--- config.mk ---
export PLATFORM = sky130hd
export DESIGN_NAME = board_setup_ctrl
export DESIGN_NICKNAME = d
export VERILOG_FILES = /design/src/rtl/board_setup_ctrl.sv
export SDC_FILE = /design/constraint.sdc
export NUM_CORES = 1
export LEC_CHECK = 0
export CAP_MARGIN = 20
export CORE_UTILIZATION = 55
export DETAILED_ROUTE_END_ITERATION = 8
export GPL_TIMING_DRIVEN = 0
export PLACE_DENSITY = 0.79
export SLEW_MARGIN = 30
export SYNTH_ARGS = -nofsm -noshare
export SYNTH_HDL_FRONTEND = slang
export SYNTH_SLANG_ARGS = --single-unit
export TNS_END_PERCENT = 20
--- constraint.sdc ---
create_clock -name CLK -period 5.9 [get_ports CLK]
set_input_delay 0.885 -clock CLK [delete_from_list [all_inputs] [get_ports CLK]]
set_output_delay 0.885 -clock CLK [all_outputs]
set_load 0.1 [all_outputs]
--- src/rtl/board_setup_ctrl.sv ---
// Board write-port owner: forwards game-logic writes while idle and deals a shuffled, face-down
// banqi set into squares 31..0 on start. Optional macro SETUP_SEED_PORT_EN adds a seed input.
module board_setup_ctrl #(
  parameter logic [15:0] LFSR_SEED = 16'hACE1
) (
  input  logic       CLK,
  input  logic       RESET_N,
  input  logic       start,
  input  logic       game_we,
  input  logic [4:0] game_addr,
  input  logic [4:0] game_piece,
`ifdef SETUP_SEED_PORT_EN
  input  logic [15:0] seed,
`endif
  output logic       board_we,
  output logic [4:0] board_addr,
  output logic [4:0] board_piece,
  output logic       busy,
  output logic       game_hold,
  output logic       done
);

  localparam int unsigned SQ_W   = 5;
  localparam int unsigned PC_W   = 5;
  localparam int unsigned POOL_W = 4;
  localparam int unsigned LFSR_W = 16;
  localparam int unsigned N_SQ   = 32;
  localparam logic [LFSR_W-1:0] SEED_DEF  = 16'hACE1;
  localparam logic [LFSR_W-1:0] SEED_INIT = (LFSR_SEED == '0) ? SEED_DEF : LFSR_SEED;

  typedef enum logic [2:0] {IDLE, LOAD, DRAW, WRITE, DONE} state_t;

  state_t             state, state_nx;
  logic [SQ_W-1:0]    idx, idx_nx;
  logic [SQ_W-1:0]    j, j_nx;
  logic [LFSR_W-1:0]  lfsr, lfsr_nx;
  logic [POOL_W-1:0]  pool [N_SQ];
  logic               board_we_nx, busy_nx, done_nx;
  logic [SQ_W-1:0]    board_addr_nx;
  logic [PC_W-1:0]    board_piece_nx;
  logic [SQ_W-1:0]    r;
  logic               fb;

  // Canonical {color,type} for pool slot i: red 0..15, black 16..31.
  function automatic logic [POOL_W-1:0] canon(input logic [SQ_W-1:0] i);
    logic [2:0] t;
    case (i[3:0])
      4'd0:          t = 3'b111;
      4'd1, 4'd2:    t = 3'b110;
      4'd3, 4'd4:    t = 3'b101;
      4'd5, 4'd6:    t = 3'b100;
      4'd7, 4'd8:    t = 3'b011;
      4'd9, 4'd10:   t = 3'b010;
      default:       t = 3'b001;
    endcase
    return {i[4], t};
  endfunction

  // Smallest all-ones mask covering idx keeps the rejection rate below one half.
  function automatic logic [SQ_W-1:0] mask_of(input logic [SQ_W-1:0] v);
    if (v >= 5'd16)     return 5'd31;
    else if (v >= 5'd8) return 5'd15;
    else if (v >= 5'd4) return 5'd7;
    else if (v >= 5'd2) return 5'd3;
    else if (v == 5'd1) return 5'd1;
    else                return 5'd0;
  endfunction

  assign r  = lfsr[SQ_W-1:0] & mask_of(idx);
  assign fb = lfsr[15] ^ lfsr[13] ^ lfsr[12] ^ lfsr[10];

  always_ff @(posedge CLK or negedge RESET_N) begin
    if (!RESET_N) begin
      state       <= IDLE;
      idx         <= '0;
      j           <= '0;
      lfsr        <= SEED_INIT;
      board_we    <= 1'b0;
      board_addr  <= '0;
      board_piece <= '0;
      busy        <= 1'b0;
      game_hold   <= 1'b0;
      done        <= 1'b0;
    end else begin
      state       <= state_nx;
      idx         <= idx_nx;
      j           <= j_nx;
      lfsr        <= lfsr_nx;
      board_we    <= board_we_nx;
      board_addr  <= board_addr_nx;
      board_piece <= board_piece_nx;
      busy        <= busy_nx;
      game_hold   <= busy_nx;
      done        <= done_nx;
    end
  end

  // Pool storage needs no reset: LOAD fully rewrites it before any read.
  always_ff @(posedge CLK) begin
    if (state == LOAD) begin
      for (int unsigned i = 0; i < N_SQ; i++) pool[i] <= canon(SQ_W'(i));
    end else if (state == WRITE) begin
      pool[j] <= pool[idx];
    end
  end

  always_comb begin
    state_nx       = state;
    idx_nx         = idx;
    j_nx           = j;
    lfsr_nx        = lfsr;
    board_we_nx    = 1'b0;
    board_addr_nx  = board_addr;
    board_piece_nx = board_piece;
    done_nx        = 1'b0;
    case (state)
      IDLE: begin
        board_we_nx    = game_we;
        board_addr_nx  = game_addr;
        board_piece_nx = game_piece;
        if (start) begin
          state_nx = LOAD;
`ifdef SETUP_SEED_PORT_EN
          lfsr_nx = (seed == '0) ? SEED_DEF : seed;
`endif
        end
      end
      LOAD: begin
        idx_nx   = 5'd31;
        state_nx = DRAW;
      end
      DRAW: begin
        lfsr_nx = {lfsr[LFSR_W-2:0], fb};
        if (r <= idx) begin
          j_nx           = r;
          state_nx       = WRITE;
          board_we_nx    = 1'b1;
          board_addr_nx  = idx;
          board_piece_nx = {pool[r], 1'b0};
        end
      end
      WRITE: begin
        if (idx == '0) begin
          state_nx = DONE;
          done_nx  = 1'b1;
        end else begin
          idx_nx   = idx - 5'd1;
          state_nx = DRAW;
        end
      end
      DONE: state_nx = IDLE;
      default: state_nx = IDLE;
    endcase
    busy_nx = (state_nx == LOAD) || (state_nx == DRAW) || (state_nx == WRITE);
  end

endmodule

# Yosys cells after proc, flatten, opt, wreduce, memory -nomap -nowiden

Memories as Yosys holds them, arrays and structs flattened.
Cells that the tools add are included.

Register bits: 42
Latch bits: 0
RAM bits: 128
Bits in read-only memories: 0
Bits of input ports: 14
Output and inout port bits: 14
Logic and storage cells: 73
Memories: 1

Memory list:

| memory | depth | width | read ports | clocked after memory_dff | wr ports | RTL line | RTL |
|---|---|---|---|---|---|---|---|
| pool   | 32    | 4     | 2          | 0                        | 32       | 37       | `logic [POOL_W-1:0] pool [N_SQ];` |

$add $sub $neg: 1
Multipliers: 0
Divide/modulo/power cells: 0
Order comparisons: 5
Eq/ne operators: 9
Shift operators: 0
Mux-type cells: 34
Bitwise gates (word level): 4
Reductions and logical operators: 10

Operators by type and width:

| cell                                                                                | count |
|---|---|
| 3-bit 2-to-1 mux                                                                    | 11 |
| 5-bit case mux with 2 select lines                                                  | 3 |
| 5-bit 2-to-1 mux                                                                    | 5 |
| 3-bit by 2-bit equality test with 1-bit output, second input constant               | 4 |
| 3-bit case mux with 4 select lines                                                  | 1 |
| 1-bit 2-to-1 mux                                                                    | 10 |
| 4-bit 2-to-1 mux                                                                    | 2 |
| 3-bit by 1-bit equality test with 1-bit output, second input constant               | 2 |
| 2-bit AND reduction                                                                 | 3 |
| 5-bit bitwise AND                                                                   | 1 |
| 5-bit by 1-bit equality test with 1-bit output, second input constant               | 1 |
| 5-bit by 2-bit greater-or-equal comparator with 1-bit output, second input constant | 1 |
| 5-bit by 3-bit greater-or-equal comparator with 1-bit output, second input constant | 1 |
| 5-bit by 4-bit greater-or-equal comparator with 1-bit output, second input constant | 1 |
| 5-bit greater-or-equal comparator, second input constant                            | 1 |
| 5-bit <= comparator                                                                 | 1 |
| 5-bit zero test                                                                     | 1 |
| 5-bit by 1-bit subtractor with 5-bit output, second input constant                  | 1 |
| 2-bit inequality test, second input constant                                        | 2 |
| 2-bit nonzero test                                                                  | 2 |
| 4-bit OR reduction                                                                  | 1 |
| 3-bit zero test                                                                     | 1 |
| 1-bit XOR                                                                           | 3 |
| 1-bit logical OR                                                                    | 2 |
| 2 further kinds                                                                     | 2 |

# Longest topological paths before layout

Depth after elaboration: 13
Mapped depth: 18
Mapped depth without buffers: 12

# Worst setup path before layout

OpenSTA, ideal clock, no wires.

Kind: register to register
From: register idx[1]
To: register game_hold
Library setup time: 127 ps
Arrival: 3338 ps
Data required time: 5773 ps
Slack: 2435 ps
Stages on the path, launching flop included: 19
Buffers on the path: 6
Clock period less this slack: 3465 ps
Cell sequence: dfrtp_1 > buf_6 > buf_6 > buf_2 > inv_1 > ha_1 > nor2_1 > a21boi_1 > inv_1 > buf_2 > buf_2 > ha_1 > and3_1 > nand3_1 > nand2b_1 > o211ai_1 > clkbuf_1 > nand2_1 > or2_2

Longest elaborated chain between the ends: 13
Elaborated cells between the ends (all ways): 21
Those cells by class: order compare (5); eq/ne (4); mux (8); bitwise (1); reduce/logical (3)

Ends and longest elaborated chain:

| what                                                                                                             | RTL line | RTL |
|---|---|---|
| start, declared                                                                                                  | 34       | `logic [SQ_W-1:0] idx, idx_nx;` |
| start signal, assigned                                                                                           | 86       | `idx <= idx_nx;` |
| branches (longest 7 deep; another with 5-bit by 2-bit greater-or-equal comparator with 1-bit output)             | n/a      |  |
| 5-bit <= comparator *                                                                                            | 134      | `if (r <= idx) begin` |
| 3-bit 2-to-1 mux *                                                                                               | 134      |  |
| 3-bit case mux with 4 select lines *                                                                             | 116      | `case (state)` |
| named net state_nx[0]                                                                                            | 33       | `state_t state, state_nx;` |
| 3-bit by 1-bit equality test with 1-bit output or 3-bit by 2-bit equality test with 1-bit output (tied branches) | 154      | `busy_nx = (state_nx == LOAD) \|\| (state_nx == DRAW) \|\| (state_nx == WRITE);` |
| 1-bit logical OR                                                                                                 | 154      |  |
| 1-bit logical OR *                                                                                               | 154      |  |
| named net busy_nx                                                                                                | 38       | `logic board_we_nx, busy_nx, done_nx;` |
| end signal, assigned                                                                                             | 93       | `game_hold <= busy_nx;` |
| end, declared                                                                                                    | 19       | `output logic game_hold,` |

Mark *: on every way through the listed nets, which the timed path passes.
A chain may end at the register's enable or synchronous reset.

# Worst setup path in the final report

Same ends and word-level chain as after synthesis.

==> impl_metrics.env <==
export IMPL_clock_latency_ns=0.44
export IMPL_grt_pass1_wl_um=41030
export IMPL_die_h_um=131.5
export IMPL_dpl_hpwl_um=19700
export IMPL_r2r_cells=18
export IMPL_num_vias=7158
export IMPL_core_sq_um=16120
export IMPL_synth_distinct_cells=52
export IMPL_finalHoldViolCount=0
export IMPL_wl_per_cell_um=25.76
export IMPL_max_cap_violations=0
export IMPL_seqPwrFrac=0.512
export IMPL_n_antenna_cell=0
export IMPL_synthTopCellsByArea="edfxtp_1, dfrtp_1, mux4_2, nand2_1, mux2_2"
export IMPL_critPathLaunchType="flip-flop"
export IMPL_wirelength_um=27360
export IMPL_cts_max_level=4
export IMPL_cts_num_sinks=170
export IMPL_slew_headroom=0.3521
export IMPL_finClkSkew_ns=0.009620
export IMPL_area_growth_pct=13.06
export IMPL_synthArstFlopShare=0.2471
export IMPL_num_rows=46
export IMPL_ys_flop_type="edfxtp_1"
export IMPL_fmax_mhz=217.2
export IMPL_gr_total_overflow=0
export IMPL_dieWidth_um=131.5
export IMPL_yosysTopAreaCellShare=0.4166
export IMPL_switchingPower_w=0.0004791
export IMPL_first_pass_iters=6
export IMPL_ios=28
export IMPL_drive_gt1_frac=0.1903
export IMPL_place_inst=1030
export IMPL_sw_frac_of_total=0.1928
export IMPL_route_detailed_drc=0
export IMPL_cts_repair_resize_count=0
export IMPL_synth_fp_nets=808
export IMPL_vias_per_cell=6.740
export IMPL_synthesis_instances=786
export IMPL_cp_max_fo=10
export IMPL_dieArea_sq_um=17300
export IMPL_cts_buffers=17
export IMPL_worst_ir_drop_vdd_uv=208.5
export IMPL_power_leakage_nw=3.547
export IMPL_p_comb_frac=0.006
export IMPL_p_int_w=0.002006
export IMPL_synth_warning_count=0
export IMPL_cp_data_required_time_ns=6.22
export IMPL_cts_tree="yes"
export IMPL_p_clk_frac=0.482
export IMPL_cts_setup_buffers=0
export IMPL_rsz0062_at_grt="false"
export IMPL_tightest_slew_ns=0.9688
export IMPL_cts_root_buf="clkbuf_16"
export IMPL_cts_hold_buf=0
export IMPL_ys_seq_elements=170
export IMPL_path_class="flip-flop to flip-flop"
export IMPL_synth_seq_area_share=0.5316
export IMPL_cp_arrival_ns=4.92
export IMPL_maxSlewViolCount=0
export IMPL_antenna_found_initial=0
export IMPL_hp_class="input pin to async pin"
export IMPL_avgSynthCellArea_sq_um=11.74
export IMPL_gp_congestion=1.007
export IMPL_initial_utilization=0.5725
export IMPL_grt_usage=0.3270
export IMPL_nNetsFinal=855
export IMPL_port_buffers=27
export IMPL_postRouteAntennaNets=0
export IMPL_synth_edf_count=128
export IMPL_end_kind="flip-flop"
export IMPL_min_period_ns=4.604
export IMPL_drtIter0Drc=1103
export IMPL_n_fill_cell=1235
export IMPL_final_cell_mix="nand2_1, edfxtp_1, nor2_1, o21ai_0, dfrtp_1"
export IMPL_stdcell_count=1062
export IMPL_status="complete, no violations"
export IMPL_grt_max_degree=28
export IMPL_synth_area_sq_um=9226
export IMPL_finalSetupViolations=0
export IMPL_fin_tns_setup_ns=0
export IMPL_power_density_nw_per_um2=238.2
export IMPL_grt_pass1_vias=6958
export IMPL_clk_pin_slew_ns=0.07
export IMPL_final_common_cell="nand2_1"
export IMPL_synth_largest_area_cell="edfxtp_1"
export IMPL_fin_crit_sh=0.7803
export IMPL_clockBufferDepth=2
worst max-delay path, cell delays in order (launching register included):
cell and delay [ns]:
dfrtp_1 0.37, buf_6 0.19, buf_6 0.22, buf_2 0.36, inv_1 0.16, ha_1 0.21
nor2_1 0.14, a21boi_1 0.15, inv_1 0.10, buf_2 0.28, buf_2 0.32, ha_1 0.28
and3_1 0.16, nand3_1 0.12, nand2b_1 0.07, o211ai_1 0.45, clkbuf_1 0.44, nand2_1 0.14
or2_2 0.30
power by group through the flow:
| stage | logic (W) | registers, W | clock network, W |
|---|---|---|---|
| 6_report | 0.0000154 | 0.00127 | 0.00120 |
| 4_1_cts | 0.0000160 | 0.00127 | 0.00119 |
| 3_5_place_dp | 0.0000158 | 0.00130 | 0 |
| 3_3_place_gp | 0.0000145 | 0.00130 | 0 |
| 2_1_floorplan | 0.000000150 | 0.00130 | 0 |
| 5_1_grt | 0.0000170 | 0.00127 | 0.00123 |
state kept, by name, summed over array words and instances, names as in the netlist:
name / count
done: 1
board_addr: 5
pool: 128
board_we: 1
j: 5
game_hold: 1
state: 3
lfsr: 16
idx: 5
board_piece: 5
layout make-up:
type | instances | area (sq um) | share of cell area
multi-input combinational | 547 | 3968 | 0.3804
timing repair buffer | 28 | 285.3 | 0.02735
sequential | 170 | 4905 | 0.4702
clock buffer | 27 | 580.6 | 0.05566
tap | 216 | 270.3 | 0.02591
clock inverter | 5 | 63.81 | 0.006117
inverter | 8 | 30.03 | 0.002879
buffer | 61 | 329.1 | 0.03155
cells in the mapped netlist (all sizes together), types with 8 or more instances:
cell      n
a221oi   12
dfrtp    34
dfstp     8
or2       8
o22ai     8
o21ai    37
mux2i    25
mux4     44
nand2   151
clkbuf   27
mux2     33
or3      10
buf      34
and2     16
edfxtp  128
a21oi    21
nand3    16
nor2     96
ha        8
final timing paths:
path	slack (ns)	to	from
setup / recovery	1.30	game_hold	idx[1]
hold / removal	0.36	j[2]	RESET_N
max in group asynchronous	4.99	lfsr[11]	RESET_N
min in group CLK	0.50	lfsr[9]	lfsr[9]
setup reg to reg	1.30	game_hold	idx[1]
hold reg to reg	0.50	lfsr[9]	lfsr[9]
routing by layer:
| metal | part of all wire | vias up | track usage |
|---|---|---|---|
| met5 | 0 | - | 0 |
| met4 | 0.049 | 0 | 0.1550 |
| met3 | 0.14 | 125 | 0.09954 |
| met2 | 0.46 | 584 | 0.5109 |
| met1 | 0.35 | 3465 | 0.4167 |
| li1 | - | 2984 | - |
per-stage QoR:
stage          setup slack [ns]  power (W)  hold slack (ns)  area (sq um)  utilization
2_1_floorplan             2.435   0.001298           0.4750          9226            -
3_3_place_gp              1.496   0.001312           0.4873          9767       0.6061
3_5_place_dp              1.419   0.001313           0.4908          9782       0.6070
4_1_cts                   1.356   0.002477           0.3710         10430       0.6470
5_1_grt                   1.051   0.002524           0.3848         10430       0.6473
6_report                  1.296   0.002485           0.3627         10430       0.6473
cells by family (layout without fill, tap and decap cells):
logic type	after synthesis	after routing	synth area share
and+or+nand+nor	319	319	0.1494
DFF	170	170	0.5316
AOI/OAI and AO/OA	112	112	0.07933
muxes	102	102	0.1842
buffers and inverters	69	129	0.03892
adders and majority gates	8	8	0.01085
xor gates and xnor gates	6	6	0.005696
(Power assumes the default switching activity.)
